`config.mk`:
```
export PLATFORM = sky130hd
export DESIGN_NAME = rcpu_mem_responder_flat
export DESIGN_NICKNAME = d
export VERILOG_FILES = /design/src/rtl/rcpu_mem_responder_if.sv /design/src/rtl/rcpu_mem_responder.sv /design/src/flat_wrapper.sv
export SDC_FILE = /design/constraint.sdc
export NUM_CORES = 1
export LEC_CHECK = 0
export ABC_AREA = 0
export BUFFER_PORTS_ARGS = -buffer_cell sky130_fd_sc_hd__buf_2
export CELL_PAD_IN_SITES_DETAIL_PLACEMENT = 1
export CELL_PAD_IN_SITES_GLOBAL_PLACEMENT = 2
export CORE_MARGIN = 5
export CORE_UTILIZATION = 32
export DETAILED_ROUTE_END_ITERATION = 10
export PLACE_DENSITY = 0.68
export SYNTH_ARGS = -nofsm -noshare
export SYNTH_HDL_FRONTEND = slang
export SYNTH_SLANG_ARGS = --single-unit
```
`constraint.sdc`:
```
create_clock -name clk -period 6.55 [get_ports clk]
set_input_delay 1.31 -clock clk [delete_from_list [all_inputs] [get_ports clk]]
set_output_delay 1.31 -clock clk [all_outputs]
set_load 0.1 [all_outputs]
```
`src/rtl/rcpu_mem_responder_if.sv`:
```
// RCPU memory-bus signals (CPU side) bundled with the external SRAM req/ack port.
// The slave modport is the responder's view; master is the surrounding CPU + SRAM.
interface rcpu_mem_responder_if #(
    parameter int M      = 16,
    parameter int N      = 32,
    parameter int ADDR_W = 20
);
    logic [N-1:0]      memAddr;
    logic [M-1:0]      memWrite;
    logic              memRE;
    logic              memWE;
    logic [M-1:0]      memRead;
    logic              memReady;
    logic              sram_req;
    logic              sram_we;
    logic [ADDR_W-1:0] sram_addr;
    logic [M-1:0]      sram_wdata;
    logic [M-1:0]      sram_rdata;
    logic              sram_ack;

    // Handshakes: memRE stays high until the single-cycle memReady pulse; memWE is one
    // cycle per write. sram_req and its we/addr/wdata stay stable until the one-cycle
    // sram_ack, and sram_rdata is only meaningful in the cycle sram_ack is high.
    modport master (
        output memAddr, memWrite, memRE, memWE, sram_rdata, sram_ack,
        input  memRead, memReady, sram_req, sram_we, sram_addr, sram_wdata
    );

    modport slave (
        input  memAddr, memWrite, memRE, memWE, sram_rdata, sram_ack,
        output memRead, memReady, sram_req, sram_we, sram_addr, sram_wdata
    );
endinterface

```
`src/rtl/rcpu_mem_responder.sv`:
```
// RCPU memory-bus responder: posts CPU writes into a small FIFO and drains them to a
// req/ack SRAM; reads stall the CPU and are ordered behind every earlier posted write.
module rcpu_mem_responder #(
    parameter int M          = 16,
    parameter int N          = 32,
    parameter int ADDR_W     = 20,
    parameter int WBUF_DEPTH = 4
) (
    input  logic                 clk,
    input  logic                 rst,
    rcpu_mem_responder_if.slave  bus,
    output logic                 wbuf_overflow,
    output logic                 proto_err,
    output logic [1:0]           o_dbg_state
);
    localparam int              PW      = $clog2(WBUF_DEPTH) + 1;
    localparam logic [PW-1:0]   PTR_ONE = PW'(1);

    typedef enum logic [1:0] {
        S_IDLE    = 2'd0,
        S_WR_BUSY = 2'd1,
        S_RD_BUSY = 2'd2,
        S_RD_DONE = 2'd3
    } state_t;

    state_t            r_state;
    state_t            w_state_nxt;
    logic              r_req;
    logic              r_we;
    logic [ADDR_W-1:0] r_addr;
    logic [M-1:0]      r_wdata;
    logic [M-1:0]      r_rdata;
    logic              r_ready;
    logic              r_ovf;
    logic              r_perr;
    logic [PW-1:0]     r_wr_ptr;
    logic [PW-1:0]     r_rd_ptr;
    logic [ADDR_W-1:0] r_fifo_addr [WBUF_DEPTH];
    logic [M-1:0]      r_fifo_data [WBUF_DEPTH];

    logic              w_req_nxt;
    logic              w_we_nxt;
    logic [ADDR_W-1:0] w_addr_nxt;
    logic [M-1:0]      w_wdata_nxt;
    logic [M-1:0]      w_rdata_nxt;
    logic              w_ready_nxt;
    logic              w_pop;
    logic              w_in_range;
    logic              w_empty;
    logic              w_full;
    logic              w_wr_req;
    logic              w_push;
    logic              w_drop;
    logic [PW-2:0]     w_head_idx;
    logic [PW-2:0]     w_tail_idx;

    assign w_in_range = (bus.memAddr[N-1:ADDR_W] == '0);
    assign w_head_idx = r_rd_ptr[PW-2:0];
    assign w_tail_idx = r_wr_ptr[PW-2:0];
    // The extra top pointer bit separates "full" from "empty" when the indices match.
    assign w_empty    = (r_wr_ptr == r_rd_ptr);
    assign w_full     = (r_wr_ptr[PW-1] != r_rd_ptr[PW-1]) && (w_tail_idx == w_head_idx);

    // A simultaneous read wins: the write half of a memRE+memWE cycle is discarded.
    assign w_wr_req   = bus.memWE && !bus.memRE && w_in_range;
    assign w_push     = w_wr_req && (!w_full || w_pop);
    assign w_drop     = w_wr_req && w_full && !w_pop;

    always_comb begin
        w_state_nxt = r_state;
        w_req_nxt   = r_req;
        w_we_nxt    = r_we;
        w_addr_nxt  = r_addr;
        w_wdata_nxt = r_wdata;
        w_rdata_nxt = r_rdata;
        w_ready_nxt = 1'b0;
        w_pop       = 1'b0;
        case (r_state)
            S_IDLE: begin
                if (!w_empty) begin
                    w_pop       = 1'b1;
                    w_req_nxt   = 1'b1;
                    w_we_nxt    = 1'b1;
                    w_addr_nxt  = r_fifo_addr[w_head_idx];
                    w_wdata_nxt = r_fifo_data[w_head_idx];
                    w_state_nxt = S_WR_BUSY;
                end else if (bus.memRE) begin
                    if (w_in_range) begin
                        w_req_nxt   = 1'b1;
                        w_we_nxt    = 1'b0;
                        w_addr_nxt  = bus.memAddr[ADDR_W-1:0];
                        w_state_nxt = S_RD_BUSY;
                    end else begin
                        w_rdata_nxt = '0;
                        w_ready_nxt = 1'b1;
                        w_state_nxt = S_RD_DONE;
                    end
                end
            end
            S_WR_BUSY: begin
                if (bus.sram_ack) begin
                    w_req_nxt   = 1'b0;
                    w_state_nxt = S_IDLE;
                end
            end
            S_RD_BUSY: begin
                if (bus.sram_ack) begin
                    w_req_nxt   = 1'b0;
                    w_rdata_nxt = bus.sram_rdata;
                    w_ready_nxt = 1'b1;
                    w_state_nxt = S_RD_DONE;
                end
            end
            // memRE is still high here for the read just completed; it is not re-issued.
            S_RD_DONE: w_state_nxt = S_IDLE;
            default:   w_state_nxt = S_IDLE;
        endcase
    end

    always_ff @(posedge clk or negedge rst) begin
        if (!rst) begin
            r_state <= S_IDLE;
            r_req   <= 1'b0;
            r_we    <= 1'b0;
            r_addr  <= '0;
            r_wdata <= '0;
            r_rdata <= '0;
            r_ready <= 1'b0;
            r_ovf   <= 1'b0;
            r_perr  <= 1'b0;
        end else begin
            r_state <= w_state_nxt;
            r_req   <= w_req_nxt;
            r_we    <= w_we_nxt;
            r_addr  <= w_addr_nxt;
            r_wdata <= w_wdata_nxt;
            r_rdata <= w_rdata_nxt;
            r_ready <= w_ready_nxt;
            if (w_drop) r_ovf <= 1'b1;
            if (bus.memRE && bus.memWE) r_perr <= 1'b1;
        end
    end

    always_ff @(posedge clk or negedge rst) begin
        if (!rst) begin
            r_wr_ptr <= '0;
            r_rd_ptr <= '0;
        end else begin
            if (w_push) r_wr_ptr <= r_wr_ptr + PTR_ONE;
            if (w_pop)  r_rd_ptr <= r_rd_ptr + PTR_ONE;
        end
    end

    // Storage needs no reset; only entries between the pointers are ever read.
    always_ff @(posedge clk) begin
        if (w_push) begin
            r_fifo_addr[w_tail_idx] <= bus.memAddr[ADDR_W-1:0];
            r_fifo_data[w_tail_idx] <= bus.memWrite;
        end
    end

    assign bus.memRead    = r_rdata;
    assign bus.memReady   = r_ready;
    assign bus.sram_req   = r_req;
    assign bus.sram_we    = r_we;
    assign bus.sram_addr  = r_addr;
    assign bus.sram_wdata = r_wdata;
    assign wbuf_overflow  = r_ovf;
    assign proto_err      = r_perr;
    assign o_dbg_state    = r_state;
endmodule

```
`src/flat_wrapper.sv`:
```
// flat-port wrapper written by rule: the top's interface ports become plain ports
module rcpu_mem_responder_flat 
#(
    parameter int M          = 16,
    parameter int N          = 32,
    parameter int ADDR_W     = 20,
    parameter int WBUF_DEPTH = 4
)
  (clk, rst, wbuf_overflow, proto_err, o_dbg_state, bus_memAddr, bus_memWrite, bus_memRE, bus_memWE, bus_sram_rdata, bus_sram_ack, bus_memRead, bus_memReady, bus_sram_req, bus_sram_we, bus_sram_addr, bus_sram_wdata);
  rcpu_mem_responder_if #(.M(M), .N(N), .ADDR_W(ADDR_W)) bus_i ();
  input  logic clk;
  input  logic rst;
  output logic wbuf_overflow;
  output logic proto_err;
  output logic [1:0] o_dbg_state;
  input wire logic [$bits(bus_i.memAddr)-1:0] bus_memAddr;
  input wire logic [$bits(bus_i.memWrite)-1:0] bus_memWrite;
  input wire logic [$bits(bus_i.memRE)-1:0] bus_memRE;
  input wire logic [$bits(bus_i.memWE)-1:0] bus_memWE;
  input wire logic [$bits(bus_i.sram_rdata)-1:0] bus_sram_rdata;
  input wire logic [$bits(bus_i.sram_ack)-1:0] bus_sram_ack;
  output wire logic [$bits(bus_i.memRead)-1:0] bus_memRead;
  output wire logic [$bits(bus_i.memReady)-1:0] bus_memReady;
  output wire logic [$bits(bus_i.sram_req)-1:0] bus_sram_req;
  output wire logic [$bits(bus_i.sram_we)-1:0] bus_sram_we;
  output wire logic [$bits(bus_i.sram_addr)-1:0] bus_sram_addr;
  output wire logic [$bits(bus_i.sram_wdata)-1:0] bus_sram_wdata;
  assign bus_i.memAddr = bus_memAddr;
  assign bus_i.memWrite = bus_memWrite;
  assign bus_i.memRE = bus_memRE;
  assign bus_i.memWE = bus_memWE;
  assign bus_i.sram_rdata = bus_sram_rdata;
  assign bus_i.sram_ack = bus_sram_ack;
  assign bus_memRead = bus_i.memRead;
  assign bus_memReady = bus_i.memReady;
  assign bus_sram_req = bus_i.sram_req;
  assign bus_sram_we = bus_i.sram_we;
  assign bus_sram_addr = bus_i.sram_addr;
  assign bus_sram_wdata = bus_i.sram_wdata;
  rcpu_mem_responder #(.M(M), .N(N), .ADDR_W(ADDR_W), .WBUF_DEPTH(WBUF_DEPTH)) u_core (.clk(clk), .rst(rst), .bus(bus_i), .wbuf_overflow(wbuf_overflow), .proto_err(proto_err), .o_dbg_state(o_dbg_state));
endmodule
```
Word-level counts from Yosys, hierarchy flattened:

Memories as Yosys holds them, arrays and structs flattened. A register that Yosys moved wholly into a read port is not among the register bits.
Index checks and enable logic that the tools add are counted.

* flip-flop bits (word level): 49
* memories kept: 2
* logic and storage cells: 84
* output and inout port bits: 59
* RAM bits: 144

* reductions and logical operators: 22
* equal/unequal tests: 16
* $add $sub $neg: 2
* muxes and demuxes: 31
* bitwise logic cells: 1

Memory list
* u_core.r_fifo_addr: depth 4, bits a word 20, rd ports 1, clocked after Yosys merged registers in 0, wr ports 1, line rcpu_mem_responder.sv:38 `logic [ADDR_W-1:0] r_fifo_addr [WBUF_DEPTH];`
* u_core.r_fifo_data: depth 4, bits a word 16, rd ports 1, clocked after Yosys merged registers in 1, wr ports 1, line rcpu_mem_responder.sv:39 `logic [M-1:0] r_fifo_data [WBUF_DEPTH];`

Operators by type and width (number)
* two-way mux 16 bit: 4
* two-way mux 20 bit: 3
* one-hot mux 16 bit (2 select lines): 1
* two-way mux 1 bit: 16
* zero test 12 bit: 1
* != test 2 bit, second input constant: 5
* two-way mux 2 bit: 4
* one-hot mux 2 bit (4 select lines): 1
* logical AND 1 bit: 7
* adder 3 x 1 -> 3 bit, second input constant: 2
* != test 2 x 1 -> 1 bit, second input constant: 3
* AND reduction 3 bit: 2
* AND reduction 5 bit: 1
* equality test 2 bit, second input constant: 2
* zero test 1 bit: 4
* one-hot mux 1 bit (2 select lines): 2
* AND reduction 4 bit: 1
* nonzero test 2 bit: 2
* equality test 3 bit: 1
* != test 3 x 2 -> 1 bit, second input constant: 1
* != test 3 bit, second input constant: 1
* equality test 2 x 1 -> 1 bit, second input constant: 1
* equality test 2 bit: 1
* zero test 2 bit: 1
* other kinds (5): 5

Longest topological paths before layout:

* depth in word-level cells: 7
* depth in mapped cells: 8

Least setup slack after synthesis:

OpenSTA, ideal clock, no wires.

* kind: input to register
* from: input port bus_memAddr[25]
* to: memory u_core.r_fifo_addr[0][0], enable pin
* data required time: 6.153 ns
* stages: 4
* arrival: 3.341 ns
* library setup time: 0.397 ns
* path slack: 2.812 ns
* cell sequence: or4_4 nor4_4 and2b_2 and2_1

* longest elaborated chain between the ends: 5

RTL lines
* start: declaration: line flat_wrapper.sv:16 `input wire logic [$bits(bus_i.memAddr)-1:0] bus_memAddr;`
* zero test 12 bit: line rcpu_mem_responder.sv:57 `assign w_in_range = (bus.memAddr[N-1:ADDR_W] == '0);`
* logical AND 1 bit: line rcpu_mem_responder.sv:65 `assign w_wr_req = bus.memWE && !bus.memRE && w_in_range;`
* logical AND 1 bit: line rcpu_mem_responder.sv:66 `assign w_push = w_wr_req && (!w_full || w_pop);`
* two-way mux 1 bit: line rcpu_mem_responder.sv:156 `if (w_push) begin`
* two-way mux 1 bit (implied by the code): line rcpu_mem_responder.sv:157 `r_fifo_addr[w_tail_idx] <= bus.memAddr[ADDR_W-1:0];`
* end: declaration: line rcpu_mem_responder.sv:38

Every way passes these cells.

Final worst setup path:

* from: register u_core.r_rd_ptr[1]
* to: register u_core.r_wdata[15] (netlist: u_core.bus.sram_wdata[15]) (read register of u_core.r_fifo_data)

* longest elaborated chain between the ends: 3

RTL lines
* start: declaration: line rcpu_mem_responder.sv:37 `logic [PW-1:0] r_rd_ptr;`
* start signal: assignment: line rcpu_mem_responder.sv:150 `if (w_pop) r_rd_ptr <= r_rd_ptr + PTR_ONE;`
* equality test 3 bit: line rcpu_mem_responder.sv:61 `assign w_empty = (r_wr_ptr == r_rd_ptr);`
* NOT 1 bit (no line)
* AND reduction 2 bit (no line)
* end: declaration: line rcpu_mem_responder.sv:31 `logic [M-1:0] r_wdata;`

Several ways; a longest one is shown, not always the timed one.
A chain may end at the register's enable or synchronous reset.

==> flow_summary.yaml <==
run_status:
  outcome: "completed"
global_route:
  grt_max_degree: 66
  grt_antenna_before_repair: 0
  grt_pass1_vias: 4771
  grt-ovfl-total: 0
  grt.total_usage_pct: 11.9
  grt_pass1_wl_um: 27300
setup_path:
  cp_max_fo: 39
  path_class: "reg -> reg"
  worstPathRequired_ns: 6.93
  cp-end-kind: "register"
  startpoint_type: "register"
  crit_arrival_ns: 3.89
cts:
  post_cts_buffers: 0
  cts_root_buf: "clkbuf_16"
  cts.reportedPaths.clkPinSlew_ns: 0.06
  cts_hold_buf: 0
  cts_tree: "done"
  cts_sinks: 209
  cts_max_level: 1
  cts_buffer_depth: 3
  cts_made_buffers: 23
  clock_latency_ns: 0.50
  cts_resized: 0
floorplanning:
  dieArea_um2: 29300
  io_pins: 128
  die_y_um: 171
  core_area_um2: 25800
  die_w_um: 171
  start_util_pct: 32.2
  row_count: 59
synthesis:
  synth_cell_type_count: 40
  synth_top_area_share_pct: 52.0
  syn_inst: 403
  avgSynthCellArea_um2: 20.6
  yosysWarnings: 0
  ys_ff_latch: 209
  synth.net_count: 481
  synthTopCellsByArea: "edfxtp_1, dfrtp_1, mux4_2"
  syn_area_um2: 8320
  yosysTopAreaCell: "edfxtp_1"
  yosysSeqAreaShare_pct: 71.5
final_layout:
  antennaDiodeCount: 0
  drive_gt1_share_pct: 49.3
  layout.nets: 617
  area_growth_pct: 20.9
timing:
  drv_slew: 0
  grt_setup_unrepaired: "no"
  min_period_ns: 3.51
  tns_ns: 0
  slew_headroom_pct: 30.9
  hold_slack_ns: 0.447
  final_hold_viol_count: 0
  setup_viol: 0
  tightest_slew_ns: 1.03
  fin_skew_ns: 0.00831
  period_share_pct: 53.6
  fmax_mhz: 285
routing:
  vias_per_cell: 4.71
  drt_iter0_markers: 264
  vias: 4193
  ant_nets: 0
  drtPass1Iterations: 4
  drc_errors: 0
  wl_per_cell_um: 19.6
  wirelength_um: 17500
placement:
  io_buffers: 127
  dp_hpwl_um: 11200
  gp_congestion: 0.726
worst_hold_path:
  hold_path.class: "reg -> reg"
flow_run:
  maxCapViolations: 0
cell usage after synthesis:
cell type	count
mux2i_1	2
o31ai_1	1
inv_1	6
nand2_1	7
buf_12	2
a31oi_1	1
o311ai_0	1
a21o_1	2
nor4_4	3
mux2_2	39
and4_1	1
nor2_1	3
nand4_1	1
a211oi_2	1
nand2b_1	2
nand3b_1	1
o32ai_1	1
ha_1	9
xor2_1	1
and2b_2	1
and3_1	1
nand3_1	2
buf_6	1
a221o_2	1
nand3_2	1
dfrtp_1	65
buf_4	4
a22o_1	16
o21ai_0	1
clkbuf_1	4
o41ai_1	1
or4_4	3
edfxtp_1	144
xnor2_1	7
buf_2	5
mux4_2	36
nor3_1	1
and2_1	4
mux2_4	20
o21a_4	1
critical path, cell delays in order, from the launching register on:
cell and delay (ns):
dfrtp_2 1.02, xnor2_1 0.29, nand3_2 0.65, nand2_1 0.98
mux2_2 0.42
routing by layer:
metal,GRT usage (%),up-vias,routed length (um)
met5,0,-,0
met4,2.89,0,291
met3,2.53,27,903
met2,20.3,106,8680
met1,15.6,2175,7580
li1,-,1885,-
metrics by stage:
step / cells / instance area, um2 / worst slack [ns] / util, %
2_1_floorplan: 403 / 8320 / 2.81 / -
3_3_place_gp: 849 / 9270 / 2.65 / 35.9
3_5_place_dp: 849 / 9270 / 2.59 / 35.9
4_1_cts: 891 / 10100 / 2.87 / 38.9
5_1_grt: 891 / 10100 / 2.75 / 38.9
6_report: 891 / 10100 / 3.04 / 38.9
sequential cells by signal (all words and copies together), names as in the netlist:
register               flops
u_core.bus.sram_req        1
u_core.r_fifo_data        64
u_core.bus.sram_wdata     16
u_core.bus.memReady        1
u_core.r_rd_ptr            3
u_core.proto_err           1
u_core.r_wr_ptr            3
u_core.o_dbg_state         2
u_core.bus.sram_we         1
u_core.wbuf_overflow       1
u_core.r_fifo_addr        80
u_core.bus.memRead        16
u_core.bus.sram_addr      20
cell type report:
type | count | area, um2
timing repair buffer | 127 | 638
clock buffer | 30 | 632
sequential | 209 | 5960
tap | 335 | 419
multi-input combinational | 172 | 2230
clock inverter | 12 | 160
inverter | 6 | 22.5
fill | 2560 | 15800
final timing paths:
kind	startpoint	to	slack [ns]	cells past startpoint
min reg2reg	u_core.proto_err	u_core.proto_err	0.45	1
max in group asynchronous	rst	u_core.r_rd_ptr[0]	4.93	1
min	u_core.proto_err	u_core.proto_err	0.45	1
min in group asynchronous	rst	u_core.bus.memRead[6]	0.95	1
max	u_core.r_rd_ptr[1]	u_core.bus.sram_wdata[15]	3.04	4
max reg2reg	u_core.r_rd_ptr[1]	u_core.bus.sram_wdata[15]	3.04	4
logic make-up (layout without fill, tap and decap cells):
| kind of cell | after synthesis | in the layout | share of synthesized area, % |
|---|---|---|---|
| AO/OA/AOI/OAI | 27 | 27 | 2.87 |
| XOR/XNOR | 8 | 8 | 0.842 |
| adder cells (fa/ha/maj) | 9 | 9 | 1.35 |
| buffers and inverters | 22 | 175 | 1.73 |
| flip-flops | 209 | 209 | 71.5 |
| multiplexers | 97 | 97 | 18.9 |
| AND/OR/NAND/NOR | 31 | 31 | 2.83 |
placed cells by master, fill, tap and decap left out, types with 4 or more instances in the layout:
cell type / count
ha_1: 9
a22o_1: 16
xnor2_1: 7
clkinv_2: 4
clkbuf_1: 4
mux2_2: 39
mux2_4: 20
mux4_2: 36
edfxtp_1: 144
bufinv_16: 4
inv_1: 6
dfrtp_1: 63
nand2_1: 7
and2_2: 4
buf_2: 126
clkbuf_16: 23
Power is left out: the tool's default activity adds up to more than one toggle a clock period on the data nets, which glitch-free logic cannot reach.
